### src/rtl/cpu8_pkg.sv
// Shared widths, types and fetch-state encoding for the cpu8 front end.
package cpu8_pkg;

    localparam int PC_W   = 15;
    localparam int DATA_W = 8;
    localparam int PAGE_W = 8;
    localparam int OFS_W  = 7;

    typedef logic [PC_W-1:0]   pc_t;
    typedef logic [DATA_W-1:0] byte_t;

    typedef enum logic [1:0] {
        ST_RUN   = 2'd0,
        ST_WAIT  = 2'd1,
        ST_FLUSH = 2'd2
    } fetch_state_t;

    typedef struct packed {
        byte_t data;
        pc_t   pc;
    } fifo_entry_t;

    // Sequential fetch address; wraps 0x7FFF -> 0x0000 by width.
    function automatic pc_t pc_next(input pc_t pc);
        return pc + 15'd1;
    endfunction

endpackage

### src/rtl/fetch_fifo.sv
// Shift-register instruction buffer; slot 0 is always the head so outputs come straight from flops.
module fetch_fifo
    import cpu8_pkg::*;
#(
    parameter int DEPTH = 1
)
(
    input  logic        clk,
    input  logic        rst_n,
    input  logic        clear,
    input  logic        push,
    input  fifo_entry_t push_entry,
    input  logic        pop,
    output fifo_entry_t head,
    output logic        full,
    output logic        empty
);

    localparam int CNT_W = $clog2(DEPTH + 1);
    localparam int LAST  = DEPTH - 1;

    fifo_entry_t      ent_r [DEPTH];
    logic [CNT_W-1:0] count_r;
    logic [CNT_W-1:0] wr_idx_s;
    logic             push_ok_s;
    logic             pop_ok_s;

    assign full  = (count_r == CNT_W'(DEPTH));
    assign empty = (count_r == CNT_W'(0));
    assign head  = ent_r[0];

    // A push on a full buffer is accepted only when the head leaves in the same cycle.
    always_comb begin
        pop_ok_s  = pop && !empty;
        push_ok_s = push && (!full || pop_ok_s);
        if (pop_ok_s) begin
            wr_idx_s = count_r - CNT_W'(1);
        end else begin
            wr_idx_s = count_r;
        end
    end

    // Entry storage and occupancy; clear wins over push and pop.
    always_ff @(posedge clk or negedge rst_n) begin
        if (!rst_n) begin
            count_r <= CNT_W'(0);
            for (int i = 0; i < DEPTH; i++) begin
                ent_r[i] <= '0;
            end
        end else if (clear) begin
            count_r <= CNT_W'(0);
        end else begin
            for (int i = 0; i < DEPTH; i++) begin
                if (push_ok_s && (wr_idx_s == CNT_W'(i))) begin
                    ent_r[i] <= push_entry;
                end else if (pop_ok_s && (i < LAST)) begin
                    ent_r[i] <= ent_r[(i < LAST) ? i + 1 : i];
                end
            end
            count_r <= count_r + CNT_W'(push_ok_s) - CNT_W'(pop_ok_s);
        end
    end

endmodule

### src/rtl/fetch_unit.sv
// Instruction fetch unit: one outstanding byte read feeding a small decode buffer.
// Defining FETCH_PREFETCH_EN deepens the buffer to two bytes so fetch overlaps a stalled decoder.
module fetch_unit
    import cpu8_pkg::*;
(
    input  logic              CLK,
    input  logic              RST_N,
    input  logic              redirect,
    input  logic [PC_W-1:0]   redirect_pc,
    output logic              mem_req,
    output logic [PC_W-1:0]   mem_addr,
    input  logic              mem_ack,
    input  logic [DATA_W-1:0] mem_data,
    output logic              ins_valid,
    output logic [DATA_W-1:0] ins_data,
    output logic [PC_W-1:0]   ins_pc,
    input  logic              ins_ready
);

`ifdef FETCH_PREFETCH_EN
    localparam int BUF_DEPTH = 2;
`else
    localparam int BUF_DEPTH = 1;
`endif

    fetch_state_t state_r;
    fetch_state_t state_nxt_s;
    pc_t          fetch_pc_r;
    pc_t          fetch_pc_nxt_s;
    logic         mem_req_r;
    logic         mem_req_nxt_s;
    pc_t          mem_addr_r;
    pc_t          mem_addr_nxt_s;

    logic         ack_s;
    logic         pop_s;
    logic         push_s;
    logic         room_s;
    logic         fifo_full_s;
    logic         fifo_empty_s;
    fifo_entry_t  head_s;
    fifo_entry_t  push_entry_s;

    assign mem_req   = mem_req_r;
    assign mem_addr  = mem_addr_r;
    assign ins_valid = !fifo_empty_s;
    assign ins_data  = head_s.data;
    assign ins_pc    = head_s.pc;

    // Handshake qualifiers; an ack with no request outstanding is ignored.
    always_comb begin
        ack_s             = mem_ack && mem_req_r;
        pop_s             = ins_valid && ins_ready;
        push_s            = ack_s && (state_r == ST_WAIT) && !redirect;
        room_s            = !fifo_full_s || pop_s;
        push_entry_s.data = mem_data;
        push_entry_s.pc   = mem_addr_r;
    end

    fetch_fifo #(
        .DEPTH (BUF_DEPTH)
    ) u_fifo (
        .clk        (CLK),
        .rst_n      (RST_N),
        .clear      (redirect),
        .push       (push_s),
        .push_entry (push_entry_s),
        .pop        (pop_s),
        .head       (head_s),
        .full       (fifo_full_s),
        .empty      (fifo_empty_s)
    );

    // Next-state and request decode.
    always_comb begin
        state_nxt_s    = state_r;
        fetch_pc_nxt_s = fetch_pc_r;
        mem_req_nxt_s  = mem_req_r;
        mem_addr_nxt_s = mem_addr_r;
        case (state_r)
            ST_RUN: begin
                // A redirect only reloads the PC; the request goes out next cycle.
                if (redirect) begin
                    fetch_pc_nxt_s = redirect_pc;
                end else if (room_s) begin
                    mem_req_nxt_s  = 1'b1;
                    mem_addr_nxt_s = fetch_pc_r;
                    state_nxt_s    = ST_WAIT;
                end else begin
                    state_nxt_s = ST_RUN;
                end
            end
            ST_WAIT: begin
                if (ack_s) begin
                    mem_req_nxt_s = 1'b0;
                    state_nxt_s   = ST_RUN;
                    if (redirect) begin
                        fetch_pc_nxt_s = redirect_pc;
                    end else begin
                        fetch_pc_nxt_s = pc_next(fetch_pc_r);
                    end
                end else if (redirect) begin
                    fetch_pc_nxt_s = redirect_pc;
                    state_nxt_s    = ST_FLUSH;
                end else begin
                    state_nxt_s = ST_WAIT;
                end
            end
            ST_FLUSH: begin
                if (redirect) begin
                    fetch_pc_nxt_s = redirect_pc;
                end else begin
                    fetch_pc_nxt_s = fetch_pc_r;
                end
                if (ack_s) begin
                    mem_req_nxt_s = 1'b0;
                    state_nxt_s   = ST_RUN;
                end else begin
                    state_nxt_s = ST_FLUSH;
                end
            end
            default: begin
                state_nxt_s   = ST_RUN;
                mem_req_nxt_s = 1'b0;
            end
        endcase
    end

    // State, PC and request registers.
    always_ff @(posedge CLK or negedge RST_N) begin
        if (!RST_N) begin
            state_r    <= ST_RUN;
            fetch_pc_r <= 15'h0000;
            mem_req_r  <= 1'b0;
            mem_addr_r <= 15'h0000;
        end else begin
            state_r    <= state_nxt_s;
            fetch_pc_r <= fetch_pc_nxt_s;
            mem_req_r  <= mem_req_nxt_s;
            mem_addr_r <= mem_addr_nxt_s;
        end
    end

endmodule

### config.mk
export PLATFORM = sky130hd
export DESIGN_NAME = fetch_unit
export DESIGN_NICKNAME = d
export VERILOG_FILES = /design/src/rtl/cpu8_pkg.sv /design/src/rtl/fetch_fifo.sv /design/src/rtl/fetch_unit.sv
export SDC_FILE = /design/constraint.sdc
export NUM_CORES = 1
export LEC_CHECK = 0
export CAP_MARGIN = 0
export CORE_MARGIN = 2
export CORE_UTILIZATION = 55
export CTS_BUF_LIST = sky130_fd_sc_hd__clkbuf_8
export DETAILED_ROUTE_END_ITERATION = 8
export PLACE_DENSITY = 0.91
export SYNTH_ARGS = -nofsm -noshare
export SYNTH_HDL_FRONTEND = slang
export SYNTH_SLANG_ARGS = --single-unit
### constraint.sdc
create_clock -name CLK -period 5.51 [get_ports CLK]
set_input_delay 0.551 -clock CLK [delete_from_list [all_inputs] [get_ports CLK]]
set_output_delay 0.551 -clock CLK [all_outputs]
set_load 0.03 [all_outputs]
# Yosys cells after proc, flatten, opt, wreduce, memory -nomap -nowiden
# Index checks and enable logic that the tools add are counted.
dict set report op_classes {
  addsub 4
  multipliers 0
  div_mod_pow 0
  magnitude_cmp 0
  eq_ne 5
  shift 0
  n_mux 16
  bitwise 2
  n_reduce_logical 18
}
# operator n
set op_table {}
lappend op_table {{15-bit 2-to-1 mux} 3}
lappend op_table {{15-bit case mux with 2 select lines} 1}
lappend op_table {{15-bit by 1-bit adder with 15-bit output (second input constant)} 1}
lappend op_table {{2-bit 2-to-1 mux} 4}
lappend op_table {{1-bit logical AND} 7}
lappend op_table {{1-bit 2-to-1 mux} 6}
lappend op_table {{2-bit case mux with 3 select lines} 1}
lappend op_table {{3-bit AND reduction} 2}
lappend op_table {{2-bit inequality test (second input constant)} 2}
lappend op_table {{2-bit OR reduction} 2}
lappend op_table {{2-bit by 1-bit equality test with 1-bit output (second input constant)} 1}
lappend op_table {{2-bit equality test (second input constant)} 1}
lappend op_table {{1-bit logical NOT} 2}
lappend op_table {{2-bit logical NOT} 1}
lappend op_table {{1-bit logical OR} 2}
lappend op_table {{2-bit by 1-bit inequality test with 1-bit output (second input constant)} 1}
lappend op_table {{1-bit inverter} 2}
lappend op_table {{1-bit case mux with 2 select lines} 1}
lappend op_table {{2-bit AND reduction} 1}
lappend op_table {{2-bit nonzero test} 1}
lappend op_table {{1-bit adder} 1}
lappend op_table {{1-bit subtractor} 1}
lappend op_table {{1-bit subtractor (second input constant)} 1}
dict set report word_totals {
  regBits 57
  latchBits 0
  ram_bits 0
  mem_bits_ro 0
  in_bits 28
  out_inout_bits 40
  wordCells 52
  n_memories 0
}

# Logic depth before layout (Yosys ltp)
dict set report logic_depth {
  ltp_word 7
  ltp_mapped 8
  ltp_nobuf 6
}

# By module
# A second synthesis with hierarchy kept.
dict set report hier_totals {
  cells_unflattened 236
  hier_area_um2 2773.9
}
# module n_inst cells_per_inst area_per_inst_um2 seq_area_each_um2
set modules_own_cells {}
lappend modules_own_cells {fetch_unit 1 182 1848.0 825.8}
lappend modules_own_cells {fetch_fifo 1 54 925.9 600.6}

# Worst setup path after synthesis
# OpenSTA, ideal clock, no wires.
dict set report synth_path {
  path_type {input-to-reg}
  start {input port ins_ready}
  end {register u_fifo.ent_r (netlist bit u_fifo.head[10])}
  setup_ns 0.125
  t_arrival_ns 2.154
  required_time_ns 5.385
  path_slack_ns 3.231
  stages 8
  n_path_buf 2
  path_cell_list {nand2b_1 -> nor2b_1 -> and4_1 -> ha_1 -> nand2b_1 -> clkbuf_1 -> clkbuf_1 -> mux2_2}
}
dict set report synth_via {
  elab_chain_cells 6
  word_cells_on_any_way 8
  cone_classes {mux: 1; bitwise: 1; reduce/logical: 6}
}
# item line_no
set synth_rtl {}
lappend synth_rtl {{from (decl)} fetch_unit.sv:17} ;# input logic ins_ready
lappend synth_rtl {{1-bit logical AND (*)} fetch_unit.sv:53} ;# pop_s = ins_valid && ins_ready;
lappend synth_rtl {{1-bit logical AND (*)} fetch_fifo.sv:34} ;# pop_ok_s = pop && !empty;
lappend synth_rtl {{1-bit 2-to-1 mux / 1-bit logical OR (equally long branches)} {fetch_fifo.sv:36, fetch_fifo.sv:35}}
lappend synth_rtl {{1-bit inverter / 1-bit logical AND (equally long branches)} {fetch_fifo.sv:54, fetch_fifo.sv:35}}
lappend synth_rtl {{1-bit logical AND (*)} fetch_fifo.sv:54} ;# if (push_ok_s && (wr_idx_s == CNT_W'(i))) begin
lappend synth_rtl {{2-bit AND reduction (no line) (*)} n/a}
lappend synth_rtl {{to (signal, indexed assignment)} fetch_fifo.sv:55} ;# ent_r[i] <= push_entry;
lappend synth_rtl {{to (signal, indexed assignment)} fetch_fifo.sv:57} ;# ent_r[i] <= ent_r[(i < LAST) ? i + 1 : i];
lappend synth_rtl {{to (decl)} fetch_fifo.sv:22} ;# fifo_entry_t ent_r [DEPTH];
# Mark *: on every way between the ends. The rest lies on a longest branch, timed or not.
# A chain may end at the register's enable or synchronous reset.

# Worst setup path after layout
dict set report layout_path {
  start {input port redirect}
  end {register u_fifo.ent_r (netlist bit u_fifo.head[12])}
}
dict set report layout_via {
  elab_chain_cells 5
  word_cells_on_any_way 6
  cone_classes {bitwise: 1; reduce/logical: 5}
}
# item line_no
set layout_rtl {}
lappend layout_rtl {{from (decl)} fetch_unit.sv:8} ;# input logic redirect,
lappend layout_rtl {{1-bit logical NOT} fetch_unit.sv:54} ;# push_s = ack_s && (state_r == ST_WAIT) && !redirect;
lappend layout_rtl {{1-bit logical AND} fetch_unit.sv:54}
lappend layout_rtl {{1-bit logical AND} fetch_fifo.sv:35} ;# push_ok_s = push && (!full || pop_ok_s);
lappend layout_rtl {{1-bit logical AND} fetch_fifo.sv:54}
lappend layout_rtl {{2-bit AND reduction (no line) (*)} n/a}
# Marked as above.

==> PnR_summary.wiki <==
{| class="wikitable"
! Metric !! Value
|-
| Most used flip-flop cell after synthesis || dfrtp_1
|-
| Area growth from synthesis to layout || 32.7%
|-
| Number of warnings printed during yosys synthesis || 0
|-
| Beginning of the worst register-to-register path || state_r[0]$_DFFE_PN0P_
|-
| Seq/Total Area, Yosys || 0.527
|-
| Time the worst path needs with I/O delays and setup || 3.28 ns
|-
| CTS H-Tree Depth || 3
|-
| Mapped Nets || 266
|-
| Min-delay worst type || input pin to asynchronous set/reset pin
|-
| Top cell type's share of synthesized area || 0.527
|-
| Share of flip-flops with an asynchronous set or reset || 1.00
|-
| Root Buffer || clkbuf_8
|-
| Maximum VDD drop || 350 µV
|-
| WL per Instance || between 15 and 20 µm
|-
| Syn Inst Count || about 230
|-
| I/O pins || 68
|-
| DRC violation count after routing || 0
|-
| Inserted Clock Buffers || 9
|-
| Starting density of the core || 0.574
|-
| Max capacitance violation total || 0
|-
| Die Span X || ~74 µm
|-
| Global-route wire length before repair || ~9100 µm
|-
| Measured slew at the worst slew-check pin || 1.16 ns
|-
| Cell class contributing the biggest share of worst-path delay || simple AND/OR/NAND/NOR gates
|-
| Routed WL || 5650 µm
|-
| Commonest non-fill, non-tap cell in the layout || clkdlybuf4s50_1
|-
| Count of final setup violators || 0
|-
| Clock net sink count || 57
|-
| Fin worst setup slack || 2.23 ns
|-
| Clock transition at the registers of the reported paths || 0.06 ns
|-
| Height of the die || around 74 µm
|-
| Proportion of layout cells with a drive suffix above 1 || 0.194
|-
| Flop2flop setup slack || ~3.0 ns
|-
| Mean Syn Cell Area || between 10 and 15 µm²
|-
| Vias || about 2100
|-
| Initial antenna violation count || 0
|-
| R2R depth || 6
|-
| # port buffers || 67
|-
| Run status || finished, final reports clean
|-
| Core outline area || 0.00472 mm²
|-
| CTS Buffer Depth || 2
|-
| Post-layout nets || 330
|-
| Final GP Congestion || 0.802
|-
| Post-CTS setup buffers || 0
|-
| Number of synthesized register bits || 57
|-
| Worst R2R End || fetch_pc_r[13]$_DFFE_PN0P_
|-
| Global route overflow || 0
|-
| Largest net degree at the start of global routing || 58
|-
| Number of pins exceeding their max-slew limit in the final report || 0
|-
| Number of fill cells in the layout || 301
|-
| Nature of the critical path endpoint || register
|-
| Worst clock skew || 0.00781 ns
|-
| Setup TNS || 0 ns
|-
| EDFF count, synth || 0
|-
| Setup repair after global routing missed its margin || false
|-
| Number of placement rows || 25
|-
| Number of library cell types mapped by synthesis || between 40 and 50
|-
| Die area || 0.00550 mm²
|-
| Number of hold buffers added after cts || 0
|-
| Post-Place Worst Slack || about 1.9 ns
|-
| Areal power density over the cells || 537 mW/mm²
|-
| CP peak stage delay || 1.13 ns
|-
| Source-to-sink clock delay at the later pin of the worst-skew pair || around 0.34 ns
|-
| Estimated wirelength of the detail-placed design || 3750 µm
|-
| Via density per instance || about 5.6
|-
| Critical path data arrival time || 3.49 ns
|-
| # resized after CTS || 0
|-
| Antenna Nets Post-Route || 0
|-
| Cell with the biggest individual delay on the critical path || clkdlybuf4s50_1
|-
| Top library cells by usage in the layout, fill and taps aside || clkdlybuf4s50_1, dfrtp_1, mux2_2
|-
| Overall Global Routing Usage || 0.224
|-
| Highest Clock Rate || 305 MHz
|-
| Static leakage || 0.00154 µW
|-
| CTS tree || built
|-
| Tcrit/Tclk final || 0.595
|-
| DR pass1 iterations || 4
|-
| Number of global-route vias before repair || 1917
|-
| Cells along the critical path || clkdlybuf4s50_1, nor2b_1, and4_1, ha_1, nand2b_1, mux2_2
|-
| Path type of the worst setup path || input pin to register
|-
| Top area cells in the synthesized netlist || dfrtp_1, mux2_2, ha_1
|-
| Synthesized cell area || 0.00271 mm²
|-
| Hold Fails Final Rpt || 0
|-
| Biggest area consumer among synthesized cells || dfrtp_1
|-
| Element type at the critical path start || input pin
|-
| Crit path max fanout || 33
|-
| Count of routing violations after the opening detailed-route iteration || 155
|-
| Relative slew slack || 0.228
|-
| Number of buffers and inverters on the critical path || 1
|-
| Data required time of the worst path || approximately 5.7 ns
|-
| Ant. Diodes || 0
|}
-- power by group --
group          leakage (µW)  internal [µW]  switching [µW]
Combinational      0.000720            398             443
Sequential         0.000710            577             124
Clock              0.000106            228             161
-- registers in the layout, indices dropped and copies added, names as in the netlist --
register     flops
fetch_pc_r      15
u_fifo.head     23
state_r          2
mem_req          1
u_fifo.full      1
mem_addr        15
-- stage by stage --
step                hold slack [ns]  utilization  power [µW]  cell area, µm²  std cells
global route                  0.432        0.761        2030            3600        366
CTS                           0.370        0.761        1940            3600        366
global placement              0.488        0.720        1520            3400        351
detailed placement            0.492        0.720        1550            3400        351
floorplan                     0.255            -        1210            2710        231
finish                        0.350        0.761        1930            3600        366
-- cells by family (layout without fill, tap and decap cells) --
group | Yosys count | count (layout) | share of synthesized area
AOI/OAI and AO/OA | 37 | 37 | 0.0892
adders and majority gates | 7 | 7 | 0.0323
buffers and inverters | 22 | 90 | 0.0337
DFF | 57 | 57 | 0.527
and+or+nand+nor | 69 | 69 | 0.156
muxes | 39 | 39 | 0.162
-- area by class of cell --
class | instances | area, µm² | share of cell area
tap | 67 | 83.8 | 0.0233
timing repair buffer | 68 | 673 | 0.187
clock buffer | 11 | 151 | 0.0421
clock inverter | 4 | 43.8 | 0.0122
sequential | 57 | 1430 | 0.397
inverter | 7 | 26.3 | 0.00731
multi-input combinational | 152 | 1190 | 0.331
-- metal layers --
metal / vias up / share of wire / global-route usage
met1: 1017 / 0.42 / 0.288
met2: 64 / 0.50 / 0.355
met4: 0 / 0.026 / 0.105
met3: 13 / 0.052 / 0.0623
li1: 969 / - / -
met5: - / 0 / 0
-- how the worst max path moves through the flow --
stage | slack [ns] | to | cells past startpoint | startpoint
6_report | 2.23 | u_fifo.head[12]$_DFFE_PN0P_ | 6 | redirect
5_1_grt | 2.01 | u_fifo.head[12]$_DFFE_PN0P_ | 6 | redirect
4_1_cts | 2.22 | u_fifo.head[12]$_DFFE_PN0P_ | 6 | redirect
3_5_place_dp | 1.87 | u_fifo.head[12]$_DFFE_PN0P_ | 6 | redirect
3_3_place_gp | 1.97 | u_fifo.head[6]$_DFFE_PN0P_ | 6 | redirect
2_1_floorplan | 3.23 | u_fifo.head[10]$_DFFE_PN0P_ | 8 | ins_ready
-- worst reg2reg max path, stage by stage, from the launching register on --
cell and delay [ns]:
dfrtp_1 0.41, inv_1 0.11, ha_1 0.29, nand4bb_4 0.24, nor4_1 0.88, nor4b_1 0.33
a211oi_1 0.08
-- cells in the mapped netlist, drive strengths merged (2+ instances only) --
| master | number |
|---|---|
| a21oi | 7 |
| a22oi | 5 |
| a32oi | 2 |
| and4 | 2 |
| and4bb | 2 |
| buf | 4 |
| clkbuf | 11 |
| dfrtp | 57 |
| ha | 7 |
| inv | 7 |
| mux2 | 39 |
| nand2 | 11 |
| nand2b | 2 |
| nand3 | 11 |
| nand3b | 2 |
| nand4 | 3 |
| nor2 | 9 |
| nor2b | 8 |
| nor3 | 3 |
| nor3b | 3 |
| o21ai | 11 |
| o21bai | 2 |
| o31a | 2 |
| or4 | 7 |
No activity file was read; power rests on OpenSTA's default activity.
